--- src/rtl/differentiator_pkg.sv ---
// Shared constants and parameter range checks for the differentiator / accumulator pair.
package differentiator_pkg;

    localparam int DW_DEFAULT = 8;
    localparam int M_DEFAULT  = 1;
    localparam int DW_MIN     = 2;
    localparam int DW_MAX     = 64;
    localparam int M_MIN      = 1;
    localparam int M_MAX      = 16;

    function automatic bit dw_legal(input int dw);
        return (dw >= DW_MIN) && (dw <= DW_MAX);
    endfunction

    function automatic bit m_legal(input int m);
        return (m >= M_MIN) && (m <= M_MAX);
    endfunction

endpackage

--- src/rtl/differentiator_diff_delay_line.sv ---
// M-deep sample history for the differentiator; tap presents x[n-M].
module diff_delay_line
    import differentiator_pkg::*;
#(
    parameter int DW = DW_DEFAULT,
    parameter int M  = M_DEFAULT
) (
    input  logic          clk,
    input  logic          rst_n,
    input  logic          clr,
    input  logic          shift_en,
    input  logic [DW-1:0] din,
    output logic [DW-1:0] tap
);

    logic [DW-1:0] hist [M];

    always_ff @(posedge clk or negedge rst_n) begin
        if (!rst_n) begin
            for (int i = 0; i < M; i++) hist[i] <= '0;
        end else if (clr) begin
            for (int i = 0; i < M; i++) hist[i] <= '0;
        end else if (shift_en) begin
            hist[0] <= din;
            for (int i = 1; i < M; i++) hist[i] <= hist[i-1];
        end
    end

    assign tap = hist[M-1];

endmodule

--- src/rtl/differentiator.sv ---
// Streaming differentiator y[n] = x[n] - x[n-M] (mod 2^DW) with a one-deep
// registered output stage and valid/ready handshakes on both sides.
module differentiator
    import differentiator_pkg::*;
#(
    parameter int DW = DW_DEFAULT,
    parameter int M  = M_DEFAULT
) (
    input  logic          clk,
    input  logic          rst_n,
    input  logic          clr,
    input  logic          s_valid,
    output logic          s_ready,
    input  logic [DW-1:0] s_data,
    output logic          m_valid,
    input  logic          m_ready,
    output logic [DW-1:0] m_data
);

    if (!dw_legal(DW)) begin : g_bad_dw
        $error("differentiator: DW=%0d outside %0d..%0d", DW, DW_MIN, DW_MAX);
    end
    if (!m_legal(M)) begin : g_bad_m
        $error("differentiator: M=%0d outside %0d..%0d", M, M_MIN, M_MAX);
    end

    logic          in_hs;
    logic [DW-1:0] tap;
    logic [DW-1:0] diff;

    // rst_n gating keeps s_ready low throughout reset, not just after the first edge.
    assign s_ready = rst_n && !clr && (!m_valid || m_ready);
    assign in_hs   = s_valid && s_ready;
    assign diff    = s_data - tap;

    diff_delay_line #(
        .DW (DW),
        .M  (M)
    ) u_delay (
        .clk      (clk),
        .rst_n    (rst_n),
        .clr      (clr),
        .shift_en (in_hs),
        .din      (s_data),
        .tap      (tap)
    );

    always_ff @(posedge clk or negedge rst_n) begin
        if (!rst_n) begin
            m_valid <= 1'b0;
            m_data  <= '0;
        end else if (clr) begin
            m_valid <= 1'b0;
            m_data  <= '0;
        end else if (in_hs) begin
            m_valid <= 1'b1;
            m_data  <= diff;
        end else if (m_ready) begin
            m_valid <= 1'b0;
        end
    end

endmodule
--- config.mk ---
export PLATFORM = sky130hd
export DESIGN_NAME = differentiator
export DESIGN_NICKNAME = d
export VERILOG_FILES = /design/src/rtl/differentiator_pkg.sv /design/src/rtl/differentiator_diff_delay_line.sv /design/src/rtl/differentiator.sv
export SDC_FILE = /design/constraint.sdc
export NUM_CORES = 1
export LEC_CHECK = 0
export CAP_MARGIN = 40
export CELL_PAD_IN_SITES_DETAIL_PLACEMENT = 0
export CELL_PAD_IN_SITES_GLOBAL_PLACEMENT = 1
export CORE_UTILIZATION = 40
export DETAILED_ROUTE_END_ITERATION = 10
export GPL_TIMING_DRIVEN = 0
export PLACE_DENSITY = 0.92
export SLEW_MARGIN = 20
export SYNTH_ARGS = -nofsm -noshare
export SYNTH_HDL_FRONTEND = slang
export SYNTH_HIERARCHICAL = 1
export SYNTH_SLANG_ARGS = --single-unit
--- constraint.sdc ---
create_clock -name clk -period 4.05 [get_ports clk]
set_input_delay 0.6075 -clock clk [delete_from_list [all_inputs] [get_ports clk]]
set_output_delay 0.6075 -clock clk [all_outputs]
set_load 0.01 [all_outputs]
== Word level (Yosys, flattened, before mapping) ==
Index checks and enable logic that the tools add are counted.

* Register bits: 17
* Input bits: 13
* Logic and storage cells: 19

* Add/subtract/negate cells: 1
* Mux-type cells: 7
* Reductions and logical operators: 8

{| class="wikitable"
|+ Operators by type and width
! operator !! count
|-
| 8-bit two-way mux || 4
|-
| 8-bit subtractor || 1
|-
| 1-bit logical AND || 3
|-
| 1-bit two-way mux || 3
|-
| 3-bit nonzero test || 1
|-
| 1-bit zero test || 2
|-
| 2-bit nonzero test || 1
|-
| 1-bit logical OR || 1
|}

== Depth between registers and ports, before layout ==
Gate-level depths: netlist of the first run.

* Word-level depth: 6
* Depth in mapped cells: 9

== Hierarchy ==
Netlist of the first run, hierarchy kept.

{| class="wikitable"
|+ By module, submodules not included
! module !! times used !! cells an instance !! area an instance (um2) !! seq. area each (um2)
|-
| differentiator || 1 || 76 || 709.4 || 225.2
|-
| diff_delay_line || 1 || 26 || 325.3 || 200.2
|}

== Least setup slack after synthesis of the first run ==
OpenSTA, ideal clock, no wires.

* Path type: input to register
* Start: in s_data[0]
* End: reg m_data[6]
* Data arrival time: 1.837 ns
* Data required time: 3.922 ns
* Setup slack: 2.086 ns
* Cell stages on the path: 9
* Path through: inv_1 > ha_1 > inv_1 > fa_1 > a21oi_1 > o21ai_0 > a21oi_1 > xor2_1 > o21ai_0

* Word-level cells in the longest chain between the ends: 3

{| class="wikitable"
|+ RTL lines
! item !! RTL line !! source
|-
| start: declaration || differentiator.sv:14 || <nowiki>input logic [DW-1:0] s_data,</nowiki>
|-
| 8-bit subtractor || differentiator.sv:34 || <nowiki>assign diff = s_data - tap;</nowiki>
|-
| 8-bit two-way mux || differentiator.sv:55 || <nowiki>end else if (in_hs) begin</nowiki>
|-
| 8-bit two-way mux || differentiator.sv:52 || <nowiki>end else if (clr) begin</nowiki>
|-
| end signal: assignment || differentiator.sv:57 || <nowiki>m_data <= diff;</nowiki>
|-
| end: declaration || differentiator.sv:17 || <nowiki>output logic [DW-1:0] m_data</nowiki>
|}

Every way passes these cells. The select of a mux whose other input is x is not followed.
A chain may end at the register's enable or synchronous reset.

== Final worst setup path of the first run ==
* Start: in clr
* End: out s_ready

* Word-level cells in the longest chain between the ends: 3

{| class="wikitable"
|+ RTL lines
! item !! RTL line !! source
|-
| start: declaration || differentiator.sv:11 || <nowiki>input logic clr,</nowiki>
|-
| 1-bit zero test || differentiator.sv:32 || <nowiki>assign s_ready = rst_n && !clr && (!m_valid || m_ready);</nowiki>
|-
| 1-bit logical AND (2 in a row) || differentiator.sv:32 ||
|-
| end: declaration || differentiator.sv:13 || <nowiki>output logic s_ready,</nowiki>
|}

Every way passes these cells.

==> flow_summary.json, run 1 <==
{
  "p_per_area_mw_per_mm2": 274,
  "final-hold-violation-count": 0,
  "cts_tree": "yes",
  "wl_met1_um": 879,
  "yosysSeqAreaShare_pct": 41.1,
  "port_buffers": 22,
  "ys_warn_count": 6,
  "p_leak_nw": 0.576,
  "synth_edf_count": 0,
  "wl_per_cell_um": 12.1,
  "max-slew-margin-rel_pct": 73.3,
  "ys_seq_elements": 17,
  "synthArstFlopShare_pct": 100,
  "ios": 23,
  "route.detailed.drc": 0,
  "antenna_found_initial": 0,
  "fin_crit_ns": 2.68,
  "vias": 784,
  "fin_skew_ns": 0.00544,
  "gr-total-overflow": 0,
  "rsz0062_at_grt": "no",
  "via_per_inst": 4.93,
  "dieArea_mm2": 0.00279,
  "cts-root-buf": "clkbuf_4",
  "dr.pass1.iters": 4,
  "chipWidth_um": 52.9,
  "grt_usage_pct": 16.0,
  "yosysTopAreaCell": "dfrtp_1",
  "final_max_slew_viol_count": 0,
  "place_congestion": 0.788,
  "clockBufferDepth": 2,
  "core.rowCount": 18,
  "crit_fanout": 10,
  "first_iter_violations": 22,
  "finalCritPeriodShare_pct": 66.1,
  "worstPathArrival_ns": 2.07,
  "cp-end-kind": "output port",
  "grt_pass1_wl_um": 3100,
  "dp_hpwl_um": 1490,
  "start_util_pct": 42.2,
  "drv_cap": 0,
  "timing.hold.ws_ns": 0.515,
  "path_class": "input port to output port",
  "synth_nets": 124,
  "synth.most_common_cell": "dfrtp_1",
  "nNetsFinal": 152,
  "coreArea_mm2": 0.00245,
  "area_delta_synth_final_pct": 28.9,
  "synth_common_cells": "17 x dfrtp_1, 11 x inv_1, 11 x nor2_1",
  "met3_length_um": 113,
  "postSynthAreaPerCell_um2": 10.1,
  "synth_top_area_share_pct": 41.1,
  "nFillCells": 219,
  "ys_top_cells_by_area": "dfrtp_1 41%, ha_1 9.7%, mux2i_1 7.7%",
  "finalSetupTns_ns": 0,
  "multi_input_area_um2": 544,
  "hold_path_class": "register to register",
  "grt_pass1_vias": 679,
  "critPathLaunchType": "input port",
  "tightest_slew_ns": 0.400,
  "path_clk_slew_ns": 0.09,
  "route.met2.wl_um": 904,
  "cts_resized": 0,
  "n_antenna_cell": 0,
  "required_ns": 3.44,
  "max_freq_ghz": 0.374,
  "synthCells": 102,
  "regArea_um2": 425,
  "ir_drop_mv": 0.174,
  "ys.flop_type": "dfrtp_1",
  "drt.antenna.violating_nets": 0,
  "wl_um": 1920,
  "die_y_um": 52.9,
  "htree_levels": 1,
  "status": "finished clean",
  "ys_types": 30,
  "synthesis.area_mm2": 0.00103,
  "setup_viol": 0,
  "numCtsBuffers": 3,
  "clock_latency_ns": 0.29,
  "post_cts_buffers": 0,
  "cts_sinks": 17,
  "drive_gt1_share_pct": 8.53,
  "cts_hold_buf": 0,
  "grt_max_degree": 13,
  "top_layer_used": "met4"
}
## sequential cells by signal, summed over array words and instances (netlist names)
signal	count
m_data	8
u_delay/tap	8
m_valid	1
## final cells by class
class / instances / share of cell area, %
well taps: 30 / 2.81
inverters: 11 / 3.10
flip-flops and latches: 17 / 31.9
clock buffers: 4 / 1.97
repair buffers: 23 / 17.6
plain buffers: 4 / 1.78
multi-input cells: 70 / 40.8
## placed cells by master (no fill, tap or decap), drive strengths merged
master,synthesis,final
a211oi,1,1
a21oi,5,5
a221oi,1,1
and3,1,1
and3b,1,1
buf,3,4
clkbuf,1,5
clkdlybuf4s50,0,22
dfrtp,17,17
fa,1,1
ha,8,8
inv,11,11
mux2i,8,8
nand2,2,2
nand2b,3,3
nand3b,7,7
nand4b,1,1
nor2,11,11
nor3,1,1
o21a,2,2
o21ai,8,8
o21bai,2,2
o31ai,2,2
xnor2,3,3
xor2,2,2
## critical path, stage by stage
cell             delay [ns]
clkdlybuf4s50_1        0.50
clkbuf_1               0.27
and3b_1                0.22
clkdlybuf4s50_1        0.47
## kinds of logic (layout without fill, tap and decap cells)
logic type,after synthesis,after routing,share of synthesized area [%]
and+or+nand+nor,27,27,15.0
AOI/OAI and AO/OA,21,21,14.0
DFF,17,17,41.1
buffers and inverters,15,42,6.29
adders and majority gates,9,9,11.6
muxes,8,8,7.74
xor gates and xnor gates,5,5,4.23
## through the flow
stage | cells | setup WS, ns | cell area, um2 | utilization [%] | total power [mW]
6_report | 159 | 1.37 | 1330 | 54.3 | 0.366
5_1_grt | 159 | 1.28 | 1330 | 54.3 | 0.390
4_1_cts | 159 | 1.36 | 1330 | 54.3 | 0.373
3_5_place_dp | 155 | 1.37 | 1310 | 53.3 | 0.279
3_3_place_gp | 154 | 0.971 | 1290 | 52.7 | 0.275
2_1_floorplan | 102 | 2.09 | 1030 | - | 0.237
## report_power, final
part / switching (mW) / internal, mW
Sequential: 0.00436 / 0.178
Clock: 0.0530 / 0.0383
Combinational: 0.0433 / 0.0487
Total: 0.101 / 0.265
## path summary, 6_finish.rpt
path | from | to | slack [ns] | cells past startpoint
hold / removal | m_data[4]$_DFFE_PN0P_ | m_data[4]$_DFFE_PN0P_ | 0.52 | 2
setup reg to reg | u_delay/tap[0]$_DFFE_PN0P_ | m_data[6]$_DFFE_PN0P_ | 2.22 | 8
hold reg to reg | m_data[4]$_DFFE_PN0P_ | m_data[4]$_DFFE_PN0P_ | 0.52 | 2
min in group asynchronous | rst_n | m_valid$_DFFE_PN0P_ | 0.58 | 1
max in group asynchronous | rst_n | u_delay/tap[6]$_DFFE_PN0P_ | 3.06 | 2
setup / recovery | clr | s_ready | 1.37 | 4
## metal layers
layer / up-vias / GRT usage, %
li1: 405 / -
met1: 350 / 21.9
met2: 27 / 22.6
met3: 2 / 3.74
met4: 0 / 9.21
met5: - / 0
No activity file was read; power rests on OpenSTA's default activity.
==> inputs of run 2 (changes only) <==
--- a/config.mk
+++ b/config.mk
@@ -8,10 +8,10 @@
 export CAP_MARGIN = 40
 export CELL_PAD_IN_SITES_DETAIL_PLACEMENT = 0
 export CELL_PAD_IN_SITES_GLOBAL_PLACEMENT = 1
-export CORE_UTILIZATION = 40
+export CORE_UTILIZATION = 37
 export DETAILED_ROUTE_END_ITERATION = 10
 export GPL_TIMING_DRIVEN = 0
-export PLACE_DENSITY = 0.92
+export PLACE_DENSITY = 0.87
 export SLEW_MARGIN = 20
 export SYNTH_ARGS = -nofsm -noshare
 export SYNTH_HDL_FRONTEND = slang
==> constraint.sdc (replaced) <==
create_clock -name clk -period 2.7 [get_ports clk]
set_input_delay 0.405 -clock clk [delete_from_list [all_inputs] [get_ports clk]]
set_output_delay 0.405 -clock clk [all_outputs]
set_load 0.01 [all_outputs]
==> run 2 against run 1 <==
- sequential power up 51%
- hold slack got worse by 0.096 ns
- power up 51%
- critical path type unchanged
- largest power group unchanged
- highest routed layer unchanged
==> flow_summary.json, run 2 (synthesis results as in run 1) <==
{
  "layout_common_cells": "22 x clkdlybuf4s50_1, 17 x dfrtp_1, 11 x inv_1, 11 x nor2_1",
  "drt.antenna.violating_nets": 0,
  "intPower_mw": 0.397,
  "drv_cap": 0,
  "start_util_pct": 40.3,
  "final_area_mm2": 0.00133,
  "setup_viol": 0,
  "worstPathArrival_ns": 2.09,
  "clock_latency_ns": 0.30,
  "nFillCells": 274,
  "numCtsBuffers": 3,
  "p_per_area_mw_per_mm2": 416,
  "place_congestion": 0.713,
  "max-slew-margin-rel_pct": 68.4,
  "p_leak_nw": 0.575,
  "seq_power_share_pct": 49.5,
  "chipWidth_um": 54.9,
  "grt_pass1_vias": 839,
  "first_iter_violations": 8,
  "fin_skew_ns": 0.00315,
  "critPathSlowestCell": "clkdlybuf4s50_1",
  "finalCritPeriodShare_pct": 92.3,
  "grt_pass1_wl_um": 3640,
  "nNetsFinal": 152,
  "clockBufferDepth": 2,
  "cts_hold_buf": 0,
  "worstRegToRegCells": 8,
  "slowest_delay_ns": 0.76,
  "port_buffers": 22,
  "wl_per_cell_um": 12.6,
  "ir_drop_mv": 0.270,
  "placedInstanceArea_mm2": 0.00130,
  "coreArea_mm2": 0.00257,
  "status": "finished clean",
  "power_frac_clock_pct": 25.4,
  "cts_resized": 0,
  "grt_max_degree": 11,
  "htree_levels": 1,
  "area_delta_synth_final_pct": 28.5,
  "via_per_inst": 5.01,
  "switching_share_pct": 28.2,
  "hold_path_class": "input port to async pin",
  "tightest_slew_ns": 0.472,
  "dieArea_mm2": 0.00301,
  "final_common_cell": "clkdlybuf4s50_1",
  "n_antenna_cell": 0,
  "post_cts_buffers": 0,
  "dp_hpwl_um": 1560,
  "crit_fanout": 10,
  "wl_um": 2000,
  "r2r-end": "m_data[6]$_DFFE_PN0P_",
  "core.rowCount": 18,
  "drive_gt1_share_pct": 8.53,
  "antenna_found_initial": 0,
  "cp-end-kind": "output port",
  "gr-total-overflow": 0,
  "vias": 797,
  "final_max_slew_viol_count": 0,
  "switching_power_mw": 0.156,
  "cts-root-buf": "clkbuf_4",
  "cp_common_cell": "clkdlybuf4s50_1",
  "fin_util_pct": 51.8,
  "cts_sinks": 17,
  "rr_startpoint": "u_delay/tap[0]$_DFFE_PN0P_",
  "cts_tree": "yes",
  "grt_usage_pct": 17.5,
  "required_ns": 2.30,
  "final-hold-violation-count": 0,
  "reg2reg_slack_ns": 0.88,
  "path_clk_slew_ns": 0.10,
  "ios": 23,
  "route.detailed.drc": 0,
  "dr.pass1.iters": 4,
  "fin_crit_ns": 2.49,
  "crit_chain": "clkdlybuf4s50_1 -> buf_6 -> and3b_1 -> clkdlybuf4s50_1",
  "critPathLaunchType": "input port",
  "rsz0062_at_grt": "no",
  "p_comb_share_pct": 25.1,
  "die_y_um": 54.9,
  "path_class": "input port to output port",
  "finalSetupTns_ns": 0,
  "max_freq_ghz": 0.401
}
run 2: cell type report:
cell class	count	area, um2	area share [%]
buffer	4	23.8	1.79
sequential	17	425	32.0
timing repair buffer	23	231	17.4
inverter	11	41.3	3.10
multi-input combinational	70	544	40.9
clock buffer	4	26.3	1.98
tap	30	37.5	2.82
run 2: how the worst max path moves through the flow:
stage | slack, ns | cells past startpoint | from | to
after floorplan | 0.94 | 9 | s_data[0] | m_data[6]$_DFFE_PN0P_
after global placement | -0.14 | 7 | rst_n | u_delay/tap[0]$_DFFE_PN0P_
after detailed placement | 0.12 | 8 | rst_n | u_delay/tap[0]$_DFFE_PN0P_
after CTS | 0.18 | 4 | rst_n | s_ready
after global routing | 0.05 | 4 | rst_n | s_ready
final | 0.21 | 4 | rst_n | s_ready
run 2: metrics by stage:
stage | hold WS, ns | setup slack (ns) | total power, mW | cells
6_report | 0.419 | 0.209 | 0.553 | 159
5_1_grt | 0.453 | 0.0493 | 0.589 | 159
3_5_place_dp | 0.502 | 0.122 | 0.418 | 155
2_1_floorplan | 0.109 | 0.938 | 0.356 | 102
3_3_place_gp | 0.494 | -0.136 | 0.413 | 154
4_1_cts | 0.426 | 0.177 | 0.563 | 159
run 2: layer usage:
| metal | GRT usage (%) | up-vias | share of wire (%) |
|---|---|---|---|
| li1 | - | 401 | - |
| met1 | 22.0 | 375 | 48 |
| met2 | 28.9 | 16 | 47 |
| met3 | 3.33 | 5 | 3.5 |
| met4 | 7.69 | 0 | 2.1 |
| met5 | 0 | - | 0 |
run 2: worst max-delay path, delay by kind of cell:
family	cells	cell delay (ns)
buf+inv	3	1.51
simple gates	1	0.16
run 2: power groups by stage:
stage	clock network, mW	logic [mW]	registers, mW
after floorplan	0	0.0737	0.282
after global placement	0	0.135	0.278
after detailed placement	0	0.139	0.279
after CTS	0.148	0.140	0.274
after global routing	0.157	0.156	0.276
final	0.140	0.139	0.274
==> inputs of run 3 (changes only) <==
--- a/config.mk
+++ b/config.mk
@@ -11,7 +11,7 @@
 export CORE_UTILIZATION = 37
 export DETAILED_ROUTE_END_ITERATION = 10
 export GPL_TIMING_DRIVEN = 0
-export PLACE_DENSITY = 0.87
+export PLACE_DENSITY = 0.89
 export SLEW_MARGIN = 20
 export SYNTH_ARGS = -nofsm -noshare
 export SYNTH_HDL_FRONTEND = slang
==> run 3 against run 2 <==
- global-route usage is 0.44 points lower
- register-to-register slack hardly changed
- clock skew is 0.0016 ns higher
- die area stayed put
- via count is 2.0% higher
- critical endpoint unchanged
- highest routed layer unchanged
==> flow_summary.json, run 3 (synthesis results as in run 1) <==
{
  "area_delta_synth_final_pct": 28.5,
  "antenna_found_initial": 0,
  "rsz0062_at_grt": "no",
  "cts_sinks": 17,
  "drv_cap": 0,
  "critPathSlowestCell": "clkdlybuf4s50_1",
  "port_buffers": 22,
  "post_cts_buffers": 0,
  "critPathLaunchType": "input port",
  "p_leak_nw": 0.575,
  "drive_gt1_share_pct": 8.53,
  "first_iter_violations": 3,
  "required_ns": 2.30,
  "crit_fanout": 11,
  "slowest_delay_ns": 0.75,
  "final_max_slew_viol_count": 0,
  "fin_crit_ns": 2.48,
  "crit_family": "buffers and inverters",
  "grt_pass1_vias": 846,
  "hold_path_class": "input port to async pin",
  "numCtsBuffers": 3,
  "chipWidth_um": 54.9,
  "gr-total-overflow": 0,
  "cp-end-kind": "output port",
  "cts-root-buf": "clkbuf_4",
  "grt_pass1_wl_um": 3530,
  "pre_cts_ws_ns": 0.134,
  "grt_usage_pct": 17.1,
  "crit_chain": "clkdlybuf4s50_1 -> buf_6 -> and3b_1 -> clkdlybuf4s50_1",
  "finalSetupTns_ns": 0,
  "path_clk_slew_ns": 0.10,
  "cts_hold_buf": 0,
  "fin_util_pct": 51.8,
  "timing.hold.ws_ns": 0.406,
  "p_per_area_mw_per_mm2": 420,
  "max-slew-margin-rel_pct": 69.3,
  "core.rowCount": 18,
  "setup_viol": 0,
  "nFillCells": 239,
  "status": "finished clean",
  "dieArea_mm2": 0.00301,
  "cp_common_cell": "clkdlybuf4s50_1",
  "layout_common_cells": "22 x clkdlybuf4s50_1, 17 x dfrtp_1, 11 x inv_1, 11 x nor2_1",
  "wl_per_cell_um": 12.9,
  "setup_ws_ns": 0.224,
  "vias": 813,
  "n_antenna_cell": 0,
  "rr_startpoint": "u_delay/tap[0]$_DFFE_PN0P_",
  "tightest_slew_ns": 0.459,
  "die_y_um": 54.9,
  "cts_resized": 0,
  "clockBufferDepth": 2,
  "path_class": "input port to output port",
  "dp_hpwl_um": 1630,
  "place_congestion": 0.663,
  "finalCritPeriodShare_pct": 91.7,
  "coreArea_mm2": 0.00257,
  "route.detailed.drc": 0,
  "start_util_pct": 40.3,
  "crit_buf_inv": 3,
  "r2r-end": "m_data[6]$_DFFE_PN0P_",
  "reg2reg_slack_ns": 0.87,
  "fin_skew_ns": 0.00475,
  "totalPowerFinal_mw": 0.558,
  "final_common_cell": "clkdlybuf4s50_1",
  "clock_latency_ns": 0.30,
  "drt.antenna.violating_nets": 0,
  "max_freq_ghz": 0.404,
  "grt_max_degree": 12,
  "worstPathArrival_ns": 2.07,
  "wl_um": 2060,
  "htree_levels": 1,
  "final-hold-violation-count": 0,
  "dr.pass1.iters": 4,
  "ir_drop_mv": 0.224,
  "via_per_inst": 5.11,
  "worstRegToRegCells": 8,
  "cts_tree": "yes",
  "ios": 23,
  "nNetsFinal": 152
}
[run 3: area by class of cell]
class | instances | area, um2 | area share (%)
inverters | 11 | 41.3 | 3.10
well taps | 30 | 37.5 | 2.82
clock buffers | 4 | 26.3 | 1.98
multi-input cells | 70 | 544 | 40.9
plain buffers | 4 | 23.8 | 1.79
flip-flops and latches | 17 | 425 | 32.0
repair buffers | 23 | 231 | 17.4
[run 3: where the power goes]
part | internal [mW] | switching [mW]
Sequential | 0.267 | 0.00685
Combinational | 0.0725 | 0.0667
Clock | 0.0577 | 0.0874
Total | 0.397 | 0.161
[run 3: routing by layer]
metal	track usage [%]	vias to the layer above	wire [um]
li1	-	402	-
met2	30.9	24	1040
met5	0	-	0
met4	7.69	0	40
met1	19.0	382	857
met3	3.33	5	118
[run 3: how the worst max path moves through the flow]
stage                    from                          to  depth (start not counted)
floorplan           s_data[0]       m_data[6]$_DFFE_PN0P_                          9
CTS                     rst_n                     s_ready                          4
finish                  rst_n                     s_ready                          4
global route            rst_n                     s_ready                          4
detailed placement      rst_n  u_delay/tap[6]$_DFFE_PN0P_                          8
global placement        rst_n  u_delay/tap[4]$_DFFE_PN0P_                          7
[run 3: through the flow]
step,cell area (um2),cells
floorplan,1030,102
global placement,1290,154
detailed placement,1300,155
CTS,1330,159
global route,1330,159
finish,1330,159
